`src/rtl/mem_bus_ctrl_pkg.sv`:
```
// Shared types and constants for the CPU memory-bus controller.
// Holds the bus command encoding, FSM state type, address region type and default map.
// Combinational helpers only; no state.
package mem_bus_pkg;

    typedef enum logic [1:0] {
        CMD_NONE  = 2'b00,
        CMD_READ  = 2'b01,
        CMD_WRITE = 2'b10,
        CMD_RSVD  = 2'b11
    } mem_cmd_e;

    typedef enum logic {
        ST_IDLE    = 1'b0,
        ST_RD_WAIT = 1'b1
    } state_e;

    typedef enum logic [1:0] {
        RGN_RAM  = 2'd0,
        RGN_LED  = 2'd1,
        RGN_SW   = 2'd2,
        RGN_NONE = 2'd3
    } region_e;

    localparam logic [8:0] LED_ADDR_DEF = 9'h100;
    localparam logic [8:0] SW_ADDR_DEF  = 9'h140;

    // RAM has priority so an LED/SW address placed inside the RAM window is shadowed.
    function automatic region_e decode_addr(
        input logic [8:0] addr,
        input logic [9:0] ram_limit,
        input logic [8:0] led_addr,
        input logic [8:0] sw_addr
    );
        region_e rgn;
        if ({1'b0, addr} < ram_limit) begin
            rgn = RGN_RAM;
        end else if (addr == led_addr) begin
            rgn = RGN_LED;
        end else if (addr == sw_addr) begin
            rgn = RGN_SW;
        end else begin
            rgn = RGN_NONE;
        end
        return rgn;
    endfunction

endpackage

```
`src/rtl/mem_bus_ctrl_if.sv`:
```
// CPU-side memory bus: command/address/store data in, registered load data out.
// Load data arrives one clock after the READ is sampled, flagged by rd_valid.
// No backpressure: the controller accepts one command every clock.
interface mem_bus_ctrl_if;
    logic [1:0]  mem_cmd;
    logic [8:0]  mem_addr;
    logic [15:0] write_data;
    logic [15:0] read_data;
    logic        rd_valid;

    modport master (
        output mem_cmd,
        output mem_addr,
        output write_data,
        input  read_data,
        input  rd_valid
    );

    modport slave (
        input  mem_cmd,
        input  mem_addr,
        input  write_data,
        output read_data,
        output rd_valid
    );
endinterface

```
`src/rtl/ram_256x16.sv`:
```
// Synchronous single-port 16-bit RAM, write-first on the read port.
// Read data registered one clock after en_i; write lands at the same edge.
// No backpressure; contents are never reset.
module ram_256x16 #(
    parameter int DEPTH = 256,
    parameter int AW    = 8
) (
    input  logic          clk,
    input  logic          en_i,
    input  logic          we_i,
    input  logic [AW-1:0] addr_i,
    input  logic [15:0]   wdata_i,
    output logic [15:0]   rdata_o
);

    logic [15:0] mem_q [DEPTH];

    // Single port: a write also returns the new word so read-after-write sees it.
    always_ff @(posedge clk) begin
        if (en_i) begin
            if (we_i) begin
                mem_q[addr_i] <= wdata_i;
                rdata_o       <= wdata_i;
            end else begin
                rdata_o <= mem_q[addr_i];
            end
        end
    end

endmodule

```
`src/rtl/mem_bus_ctrl.sv`:
```
// CPU bus controller decoding a 9-bit word space into RAM, an LED register and a switch port.
// Reads return one clock after sampling (rd_valid pulse); writes complete at the sampling edge.
// No backpressure: back-to-back reads stream one result per clock.
module mem_bus_ctrl
    import mem_bus_pkg::*;
#(
    parameter int         RAM_DEPTH = 256,
    parameter logic [8:0] LED_ADDR  = LED_ADDR_DEF,
    parameter logic [8:0] SW_ADDR   = SW_ADDR_DEF
) (
    input  logic              clk,
    input  logic              reset,
    mem_bus_ctrl_if.slave     bus,
    input  logic [7:0]        sw,
    output logic [7:0]        led,
    output logic              bus_err
);

    localparam int         RAM_AW    = (RAM_DEPTH > 1) ? $clog2(RAM_DEPTH) : 1;
    localparam logic [9:0] RAM_LIMIT = 10'(RAM_DEPTH);

    state_e      state_q;
    logic [8:0]  rd_addr_q;
    logic [15:0] read_data_q;
    logic        rd_valid_q;
    logic [7:0]  led_q;
    logic        bus_err_q;
    logic [7:0]  sw_meta_q;
    logic [7:0]  sw_sync_q;

    mem_cmd_e    cmd;
    region_e     cur_rgn;
    region_e     rd_rgn;
    logic        is_rd;
    logic        is_wr;
    logic        ram_we;
    logic        ram_en;
    logic [15:0] ram_rdata;
    logic [15:0] read_data_d;
    logic        err_d;

    assign cmd     = mem_cmd_e'(bus.mem_cmd);
    assign is_rd   = (cmd == CMD_READ);
    assign is_wr   = (cmd == CMD_WRITE);
    assign cur_rgn = decode_addr(bus.mem_addr, RAM_LIMIT, LED_ADDR, SW_ADDR);
    assign rd_rgn  = decode_addr(rd_addr_q, RAM_LIMIT, LED_ADDR, SW_ADDR);

    // The RAM is read at the sampling edge so its word is ready for the RD_WAIT edge.
    assign ram_we = is_wr && (cur_rgn == RGN_RAM);
    assign ram_en = is_rd || ram_we;

    ram_256x16 #(
        .DEPTH (RAM_DEPTH),
        .AW    (RAM_AW)
    ) u_ram (
        .clk     (clk),
        .en_i    (ram_en),
        .we_i    (ram_we),
        .addr_i  (bus.mem_addr[RAM_AW-1:0]),
        .wdata_i (bus.write_data),
        .rdata_o (ram_rdata)
    );

    // Load result for the captured address; unmapped space reads as zero.
    always_comb begin
        read_data_d = 16'h0000;
        case (rd_rgn)
            RGN_RAM: read_data_d = ram_rdata;
            RGN_LED: read_data_d = {8'h00, led_q};
            RGN_SW:  read_data_d = {8'h00, sw_sync_q};
            default: read_data_d = 16'h0000;
        endcase
    end

    // Illegal accesses: reserved command, store to switches/unmapped, load from unmapped.
    always_comb begin
        err_d = 1'b0;
        if (cmd == CMD_RSVD) begin
            err_d = 1'b1;
        end
        if (is_wr && ((cur_rgn == RGN_SW) || (cur_rgn == RGN_NONE))) begin
            err_d = 1'b1;
        end
        if (is_rd && (cur_rgn == RGN_NONE)) begin
            err_d = 1'b1;
        end
    end

    // Bus FSM, LED register, sticky error and switch synchroniser.
    always_ff @(posedge clk or posedge reset) begin
        if (reset) begin
            state_q     <= ST_IDLE;
            rd_addr_q   <= 9'h000;
            read_data_q <= 16'h0000;
            rd_valid_q  <= 1'b0;
            led_q       <= 8'h00;
            bus_err_q   <= 1'b0;
            sw_meta_q   <= 8'h00;
            sw_sync_q   <= 8'h00;
        end else begin
            sw_meta_q <= sw;
            sw_sync_q <= sw_meta_q;

            rd_valid_q <= (state_q == ST_RD_WAIT);
            if (state_q == ST_RD_WAIT) begin
                read_data_q <= read_data_d;
            end

            // A fresh READ keeps us in RD_WAIT so results stream every clock.
            if (is_rd) begin
                rd_addr_q <= bus.mem_addr;
                state_q   <= ST_RD_WAIT;
            end else begin
                state_q   <= ST_IDLE;
            end

            if (is_wr && (cur_rgn == RGN_LED)) begin
                led_q <= bus.write_data[7:0];
            end

            if (err_d) begin
                bus_err_q <= 1'b1;
            end
        end
    end

    assign bus.read_data = read_data_q;
    assign bus.rd_valid  = rd_valid_q;
    assign led           = led_q;
    assign bus_err       = bus_err_q;

endmodule

```
`src/flat_wrapper.sv`:
```
// flat-port wrapper written by rule: the top's interface ports become plain ports
module mem_bus_ctrl_flat import mem_bus_pkg::*;
#(
    parameter int         RAM_DEPTH = 256,
    parameter logic [8:0] LED_ADDR  = LED_ADDR_DEF,
    parameter logic [8:0] SW_ADDR   = SW_ADDR_DEF
)
  (clk, reset, sw, led, bus_err, bus_mem_cmd, bus_mem_addr, bus_write_data, bus_read_data, bus_rd_valid);
  mem_bus_ctrl_if bus_i ();
  input  logic clk;
  input  logic reset;
  input  logic [7:0] sw;
  output logic [7:0] led;
  output logic bus_err;
  input wire logic [$bits(bus_i.mem_cmd)-1:0] bus_mem_cmd;
  input wire logic [$bits(bus_i.mem_addr)-1:0] bus_mem_addr;
  input wire logic [$bits(bus_i.write_data)-1:0] bus_write_data;
  output wire logic [$bits(bus_i.read_data)-1:0] bus_read_data;
  output wire logic [$bits(bus_i.rd_valid)-1:0] bus_rd_valid;
  assign bus_i.mem_cmd = bus_mem_cmd;
  assign bus_i.mem_addr = bus_mem_addr;
  assign bus_i.write_data = bus_write_data;
  assign bus_read_data = bus_i.read_data;
  assign bus_rd_valid = bus_i.rd_valid;
  mem_bus_ctrl #(.RAM_DEPTH(RAM_DEPTH), .LED_ADDR(LED_ADDR), .SW_ADDR(SW_ADDR)) u_core (.clk(clk), .reset(reset), .bus(bus_i), .sw(sw), .led(led), .bus_err(bus_err));
endmodule
```
`config.mk`:
```
export PLATFORM = sky130hd
export DESIGN_NAME = mem_bus_ctrl_flat
export DESIGN_NICKNAME = d
export VERILOG_FILES = /design/src/rtl/mem_bus_ctrl_pkg.sv /design/src/rtl/mem_bus_ctrl_if.sv /design/src/rtl/ram_256x16.sv /design/src/rtl/mem_bus_ctrl.sv /design/src/flat_wrapper.sv
export SDC_FILE = /design/constraint.sdc
export NUM_CORES = 2
export LEC_CHECK = 0
export CAP_MARGIN = 10
export CELL_PAD_IN_SITES_DETAIL_PLACEMENT = 0
export CELL_PAD_IN_SITES_GLOBAL_PLACEMENT = 2
export CORE_MARGIN = 2
export CORE_UTILIZATION = 51
export CTS_CLUSTER_DIAMETER = 60
export DETAILED_ROUTE_END_ITERATION = 7
export PLACE_DENSITY_LB_ADDON = 0.1
export SLEW_MARGIN = 10
export SYNTH_ARGS = -nofsm -noshare
export SYNTH_HDL_FRONTEND = slang
export SYNTH_HIERARCHICAL = 1
export SYNTH_SLANG_ARGS = --single-unit
```
`constraint.sdc`:
```
create_clock -name clk -period 2.7 [get_ports clk]
set_input_delay 0.54 -clock clk [delete_from_list [all_inputs] [get_ports clk]]
set_output_delay 0.54 -clock clk [all_outputs]
set_load 0.02 [all_outputs]
```
-- Word level (Yosys, flattened, before mapping)
Memory sizes are Yosys's and may differ from the RTL's. A register that Yosys moved wholly into a read port is not among the register bits.
Cells that the tools add are included.
- flip-flop bits (word level): 52
- memory bits (writable): 4096
- bits of input ports: 37
- output and inout bits: 26
- logic and storage cells: 45
- memories kept: 1
- memory list (name ; depth ; width ; rd ports ; clocked after memory_dff ; wr ports ; RTL line ; text):
    u_core.u_ram.mem_q ; 256 ; 16 ; 1 ; 1 ; 1 ; ram_256x16.sv:16 ; logic [15:0] mem_q [DEPTH];
- $lt $le $gt $ge: 2
- equal/unequal tests: 12
- multiplexer cells: 14
- reduce and logical (&&, ||, !) cells: 8
- operator list (cell ; number):
    16-bit one-hot mux with 3 select lines ; 1
    9-bit equality test, second input constant ; 4
    9-bit less-than comparator, second input constant ; 2
    2-bit equality test, second input constant ; 5
    1-bit 2-to-1 mux ; 9
    2-bit 2-to-1 mux ; 4
    2-bit by 1-bit equality test with 1-bit output, second input constant ; 3
    1-bit logical AND ; 4
    2-bit zero test ; 2
    1-bit logical OR ; 2

-- Longest topological paths before layout
- depth after elaboration: 9
- depth in mapped cells: 13
- gate-level depth less buffers: 9

-- Cells and area by module
Netlist, hierarchy kept.
- by module, submodules not included (module ; times used ; cells each ; area each (um^2)):
    ram_256x16 ; 1 ; 7063 ; 158338.1
    mem_bus_ctrl ; 1 ; 147 ; 1951.9

-- Least setup slack after synthesis
Ideal clock, no wire load.
- kind: input port to flip-flop
- start point: input port bus_mem_addr[1]
- end point: memory u_core.u_ram.mem_q[163][0] (enable)
- library setup time: 0.409 ns
- arrival: 3.407 ns
- setup slack: -1.116 ns
- stages: 10
- path buffers: 8
- cell sequence: buf_2 buf_4 buf_2 buf_4 buf_2 buf_4 buf_2 buf_4 nand2_1 nor3_1
- longest elaborated chain between the ends: 9
- RTL lines (item ; RTL line ; text):
    from (decl) ; flat_wrapper.sv:16 ; input wire logic [$bits(bus_i.mem_addr)-1:0] bus_mem_addr;
    branches (longest 9 deep; another with 9-bit less-than comparator) ; n/a ;
    to (decl) ; ram_256x16.sv:16 ;
Several ways; the timed one is not identified.

==> flow_summary_export.csv <==
group,metric,value,unit
run_status,status,"finished with violations",
run_status,failed_checks,"negative setup slack",
worst_hold_path,holdCritPathClass,"primary input to flip-flop",
synthesis,muxShareOfSynthArea,16.4,%
timing,worstMarginPinSlew,0.968,ns
pwr,peakVddDrop,0.621,mV
layout,finalNetCount,8718,
clock_network,cts_tree,"done",
die,io_pins,63,
synthesis,synth_compound_area_share,2.37,%
setup_path,path_common_cell,"buf_4",
route,viasPerCell,6.33,
placement,gp_congestion,0.908,
route,drt_iter0_drc,10900,
clock_network,htree_num_levels,5,
synthesis,syn_inst,7210,
synthesis,seq_area_frac_synth,77.8,%
grt,antenna_found_initial,24,
layout,final_area,0.197,mm2
route,wl_per_cell,36.4,um
setup_path,cp-end-kind,"flip-flop",
setup_path,start_kind,"flip-flop",
synthesis,synth_area_per_cell,22.2,um2
synthesis,ys_types,66,
placement,post-dp-hpwl,319,mm
route,vias,83600,
grt,grt_pass1_vias,83400,
grt,grt_max_degree,138,
placement,postPlaceCellArea,0.182,mm2
synthesis,synth_nets,7247,
synthesis,synth_adder_area_share,0,%
synthesis,synth-edff-count,4112,
synthesis,synth_xor_area_share,0,%
pwr,p_per_area,702,mW/mm2
synthesis,synth_ff_type,"edfxtp_1",
layout,multiInputGateArea,0.0357,mm2
die,num_rows,205,
setup_path,cp.required,3.43,ns
synthesis,yosys-top-cells-area,"edfxtp_1 (77%), mux4_2 (14%), mux2i_1 (2.1%)",
timing,hold_viol,0,
die,initial_core_util,51.3,%
layout,seqCellArea,0.125,mm2
layout,drive_above_1_share,38.3,%
die,die_w,565,um
clock_network,clk_latency,0.99,ns
synthesis,synth-simple-area-share,1.85,%
route,drt-total-wl,480,mm
timing,period_share,104,%
grt,grtUsageTotal,30.3,%
synthesis,synthesis.yosys.warnings,6,
setup_path,arrival,3.54,ns
grt,grt_pass1_wl,668,mm
die,dieArea,0.319,mm2
route,drc,0,
route,drt_pass1_iterations,6,
synthesis,synth_top_area_cell,"edfxtp_1",
synthesis,synth_top_family_by_area,"multiplexers",
setup_path,crit_chain,"mux4_2, mux2_4, a221oi_4, buf_4, o211ai_1, o32ai_2, buf_4, o41ai_2",
setup_path,slowest_delay,0.49,ns
setup_path,critPathKind,"flip-flop to flip-flop",
timing,max_freq,356,MHz
die,core,0.312,mm2
timing,setup_ws,-0.112,ns
clock_network,numCtsBuffers,430,
synthesis,synth_top_area_share,77.0,%
flow_run,drv_cap,0,
setup_path,worstPathMaxFanout,1,
timing,slew_viol_final,0,
timing,relSlewSlack,34.9,%
placement,portBuffers,62,
synthesis,syn_area,0.160,mm2
clock_network,clock-root-buffer,"clkbuf_16",
timing,period_needed,2.81,ns
grt,overflow,0,
clock_network,clock-sinks,4164,
clock_network,clockBufferDepth,4,
pwr,total_leakage_power,63.9,nW
layout,fill_cells,21400,
timing,finalClockSkew,0.0673,ns
layout,areaGrowthSynthToFinish,22.6,%
synthesis,synth-seq-cells,4164,
die,chipHeight,565,um
clock_network,clk_pin_slew,0.06,ns
synthesis,async_flop_share,1.25,%
timing,grt_setup_unrepaired,"yes",
timing,holdWs,0.0108,ns
route,ant_nets,0,
setup_path,cp_slowest_cell,"a221oi_4",
timing,finalSetupViolCount,7,
-- logic make-up after synthesis --
| family | count (synthesis) |
|---|---|
| flops | 4164 |
| mux | 1401 |
| simple gates | 654 |
| compound gates | 565 |
| buf+inv | 426 |
-- cells in the mapped netlist, types with 17 or more instances --
master and count:
a211oi_1 18, a21oi_1 108, a221oi_1 22, a22o_1 17, a22oi_1 121, a31oi_1 19, buf_1 18, buf_2 142
buf_4 93, buf_6 30, clkbuf_1 123, dfrtp_1 52, edfxtp_1 4112, mux2_2 94, mux2i_1 330, mux4_2 977
nand2_1 106, nand3_1 53, nor2_1 320, nor2b_1 35, nor3_1 44, o21ai_0 79, o22a_1 18, o22ai_1 85
-- repair_timing --
action                     CTS  global route
gates resized for setup     51            47
hold buffers                14             0
setup buffers                4             6
pin swaps                    9            18
hold endpoints to repair    90             0
setup endpoints to repair   12            37
-- placed cells by master (no fill, tap or decap), types with 14 or more instances in the layout --
| cell type | n |
|---|---|
| nand3_1 | 40 |
| bufinv_16 | 38 |
| a221oi_1 | 17 |
| nor2_1 | 59 |
| o21ai_0 | 78 |
| buf_4 | 911 |
| o22ai_1 | 80 |
| mux2_2 | 90 |
| nor2_4 | 215 |
| nor2_2 | 46 |
| clkbuf_16 | 431 |
| inv_6 | 14 |
| o221ai_1 | 16 |
| dfrtp_1 | 52 |
| mux4_2 | 977 |
| a22o_1 | 17 |
| clkdlybuf4s50_1 | 38 |
| clkinv_1 | 123 |
| edfxtp_1 | 4112 |
| mux2i_1 | 324 |
| dlygate4sd3_1 | 14 |
| a21oi_1 | 102 |
| and3_1 | 15 |
| nor3_1 | 30 |
| nand4_1 | 14 |
| a211oi_1 | 16 |
| clkinv_2 | 90 |
| clkinvlp_4 | 17 |
| a31oi_1 | 19 |
| clkbuf_1 | 61 |
| nand2_1 | 86 |
| nor2b_1 | 26 |
| a22oi_1 | 120 |
| buf_12 | 458 |
| o22a_1 | 17 |
-- per-stage QoR --
stage | setup WS, ns | setup TNS (ns) | total power [mW] | utilization (%) | instances
after floorplan | -0.155 | -320.35 | 76.1 | - | 7210
after global placement | -2.02 | -2699.78 | 80.8 | 58.2 | 12400
after detailed placement | -1.68 | -2677.91 | 80.9 | 58.2 | 12400
after CTS | -0.101 | -0.101 | 139 | 62.8 | 13200
after global routing | -0.144 | -0.253 | 141 | 62.9 | 13200
final | -0.112 | -0.345 | 138 | 62.9 | 13200
-- where the power goes --
| part | switching (mW) | internal, mW | total [mW] |
|---|---|---|---|
| clock | 25.2 | 33.0 | 58.2 |
| combinational | 5.06 | 3.39 | 8.44 |
| sequential | 0.140 | 71.1 | 71.3 |
-- worst max-delay path, delay by kind of cell (launching register included) --
family	cells	cell delay (ns)
DFF	1	0.37
buffers and inverters	2	0.39
muxes	2	0.74
AOI/OAI and AO/OA	4	1.05
-- registers in the layout (all words and copies together), names as in the netlist, 8 cells and up --
register,cells
u_core/sw_meta_q,8
u_core/led,8
u_core/bus.read_data,16
u_core/u_ram/mem_q,4096
u_core/rd_addr_q,9
u_core/sw_sync_q,8
u_core/u_ram/rdata_o,16
-- layer usage --
layer	part of all wire [%]	vias up	global-route usage (%)
met4	4.0	6	10.9
met5	0.0085	-	0
met2	48	3995	48.5
met1	40	45300	43.1
met3	8.1	664	4.49
li1	-	33600	-
-- final timing paths --
kind	startpoint	endpoint	slack, ns	depth (start not counted)
worst max-delay path	u_core/u_ram/mem_q[126][0]	u_core/u_ram/rdata_o[0]	-0.11	8
worst min-delay path	bus_write_data[13]	u_core/u_ram/mem_q[238][13]	0.01	1
worst max register to register	u_core/u_ram/mem_q[126][0]	u_core/u_ram/rdata_o[0]	-0.11	8
worst min register to register	u_core/sw_meta_q[6]	u_core/sw_sync_q[6]	0.35	0
max in group asynchronous	reset	u_core/bus.read_data[15]	2.18	3
min in group asynchronous	reset	u_core/led[5]	0.08	3
-- layout make-up --
type                       instances  area share (%)
clock inverter                   306            1.43
sequential                      4164            63.5
clock buffer                     492            5.60
multi-input combinational       2620            18.2
inverter                          16          0.0331
antenna                            9          0.0115
tap                             4140            2.64
timing repair buffer            1449            8.62
(Power assumes the default switching activity.)
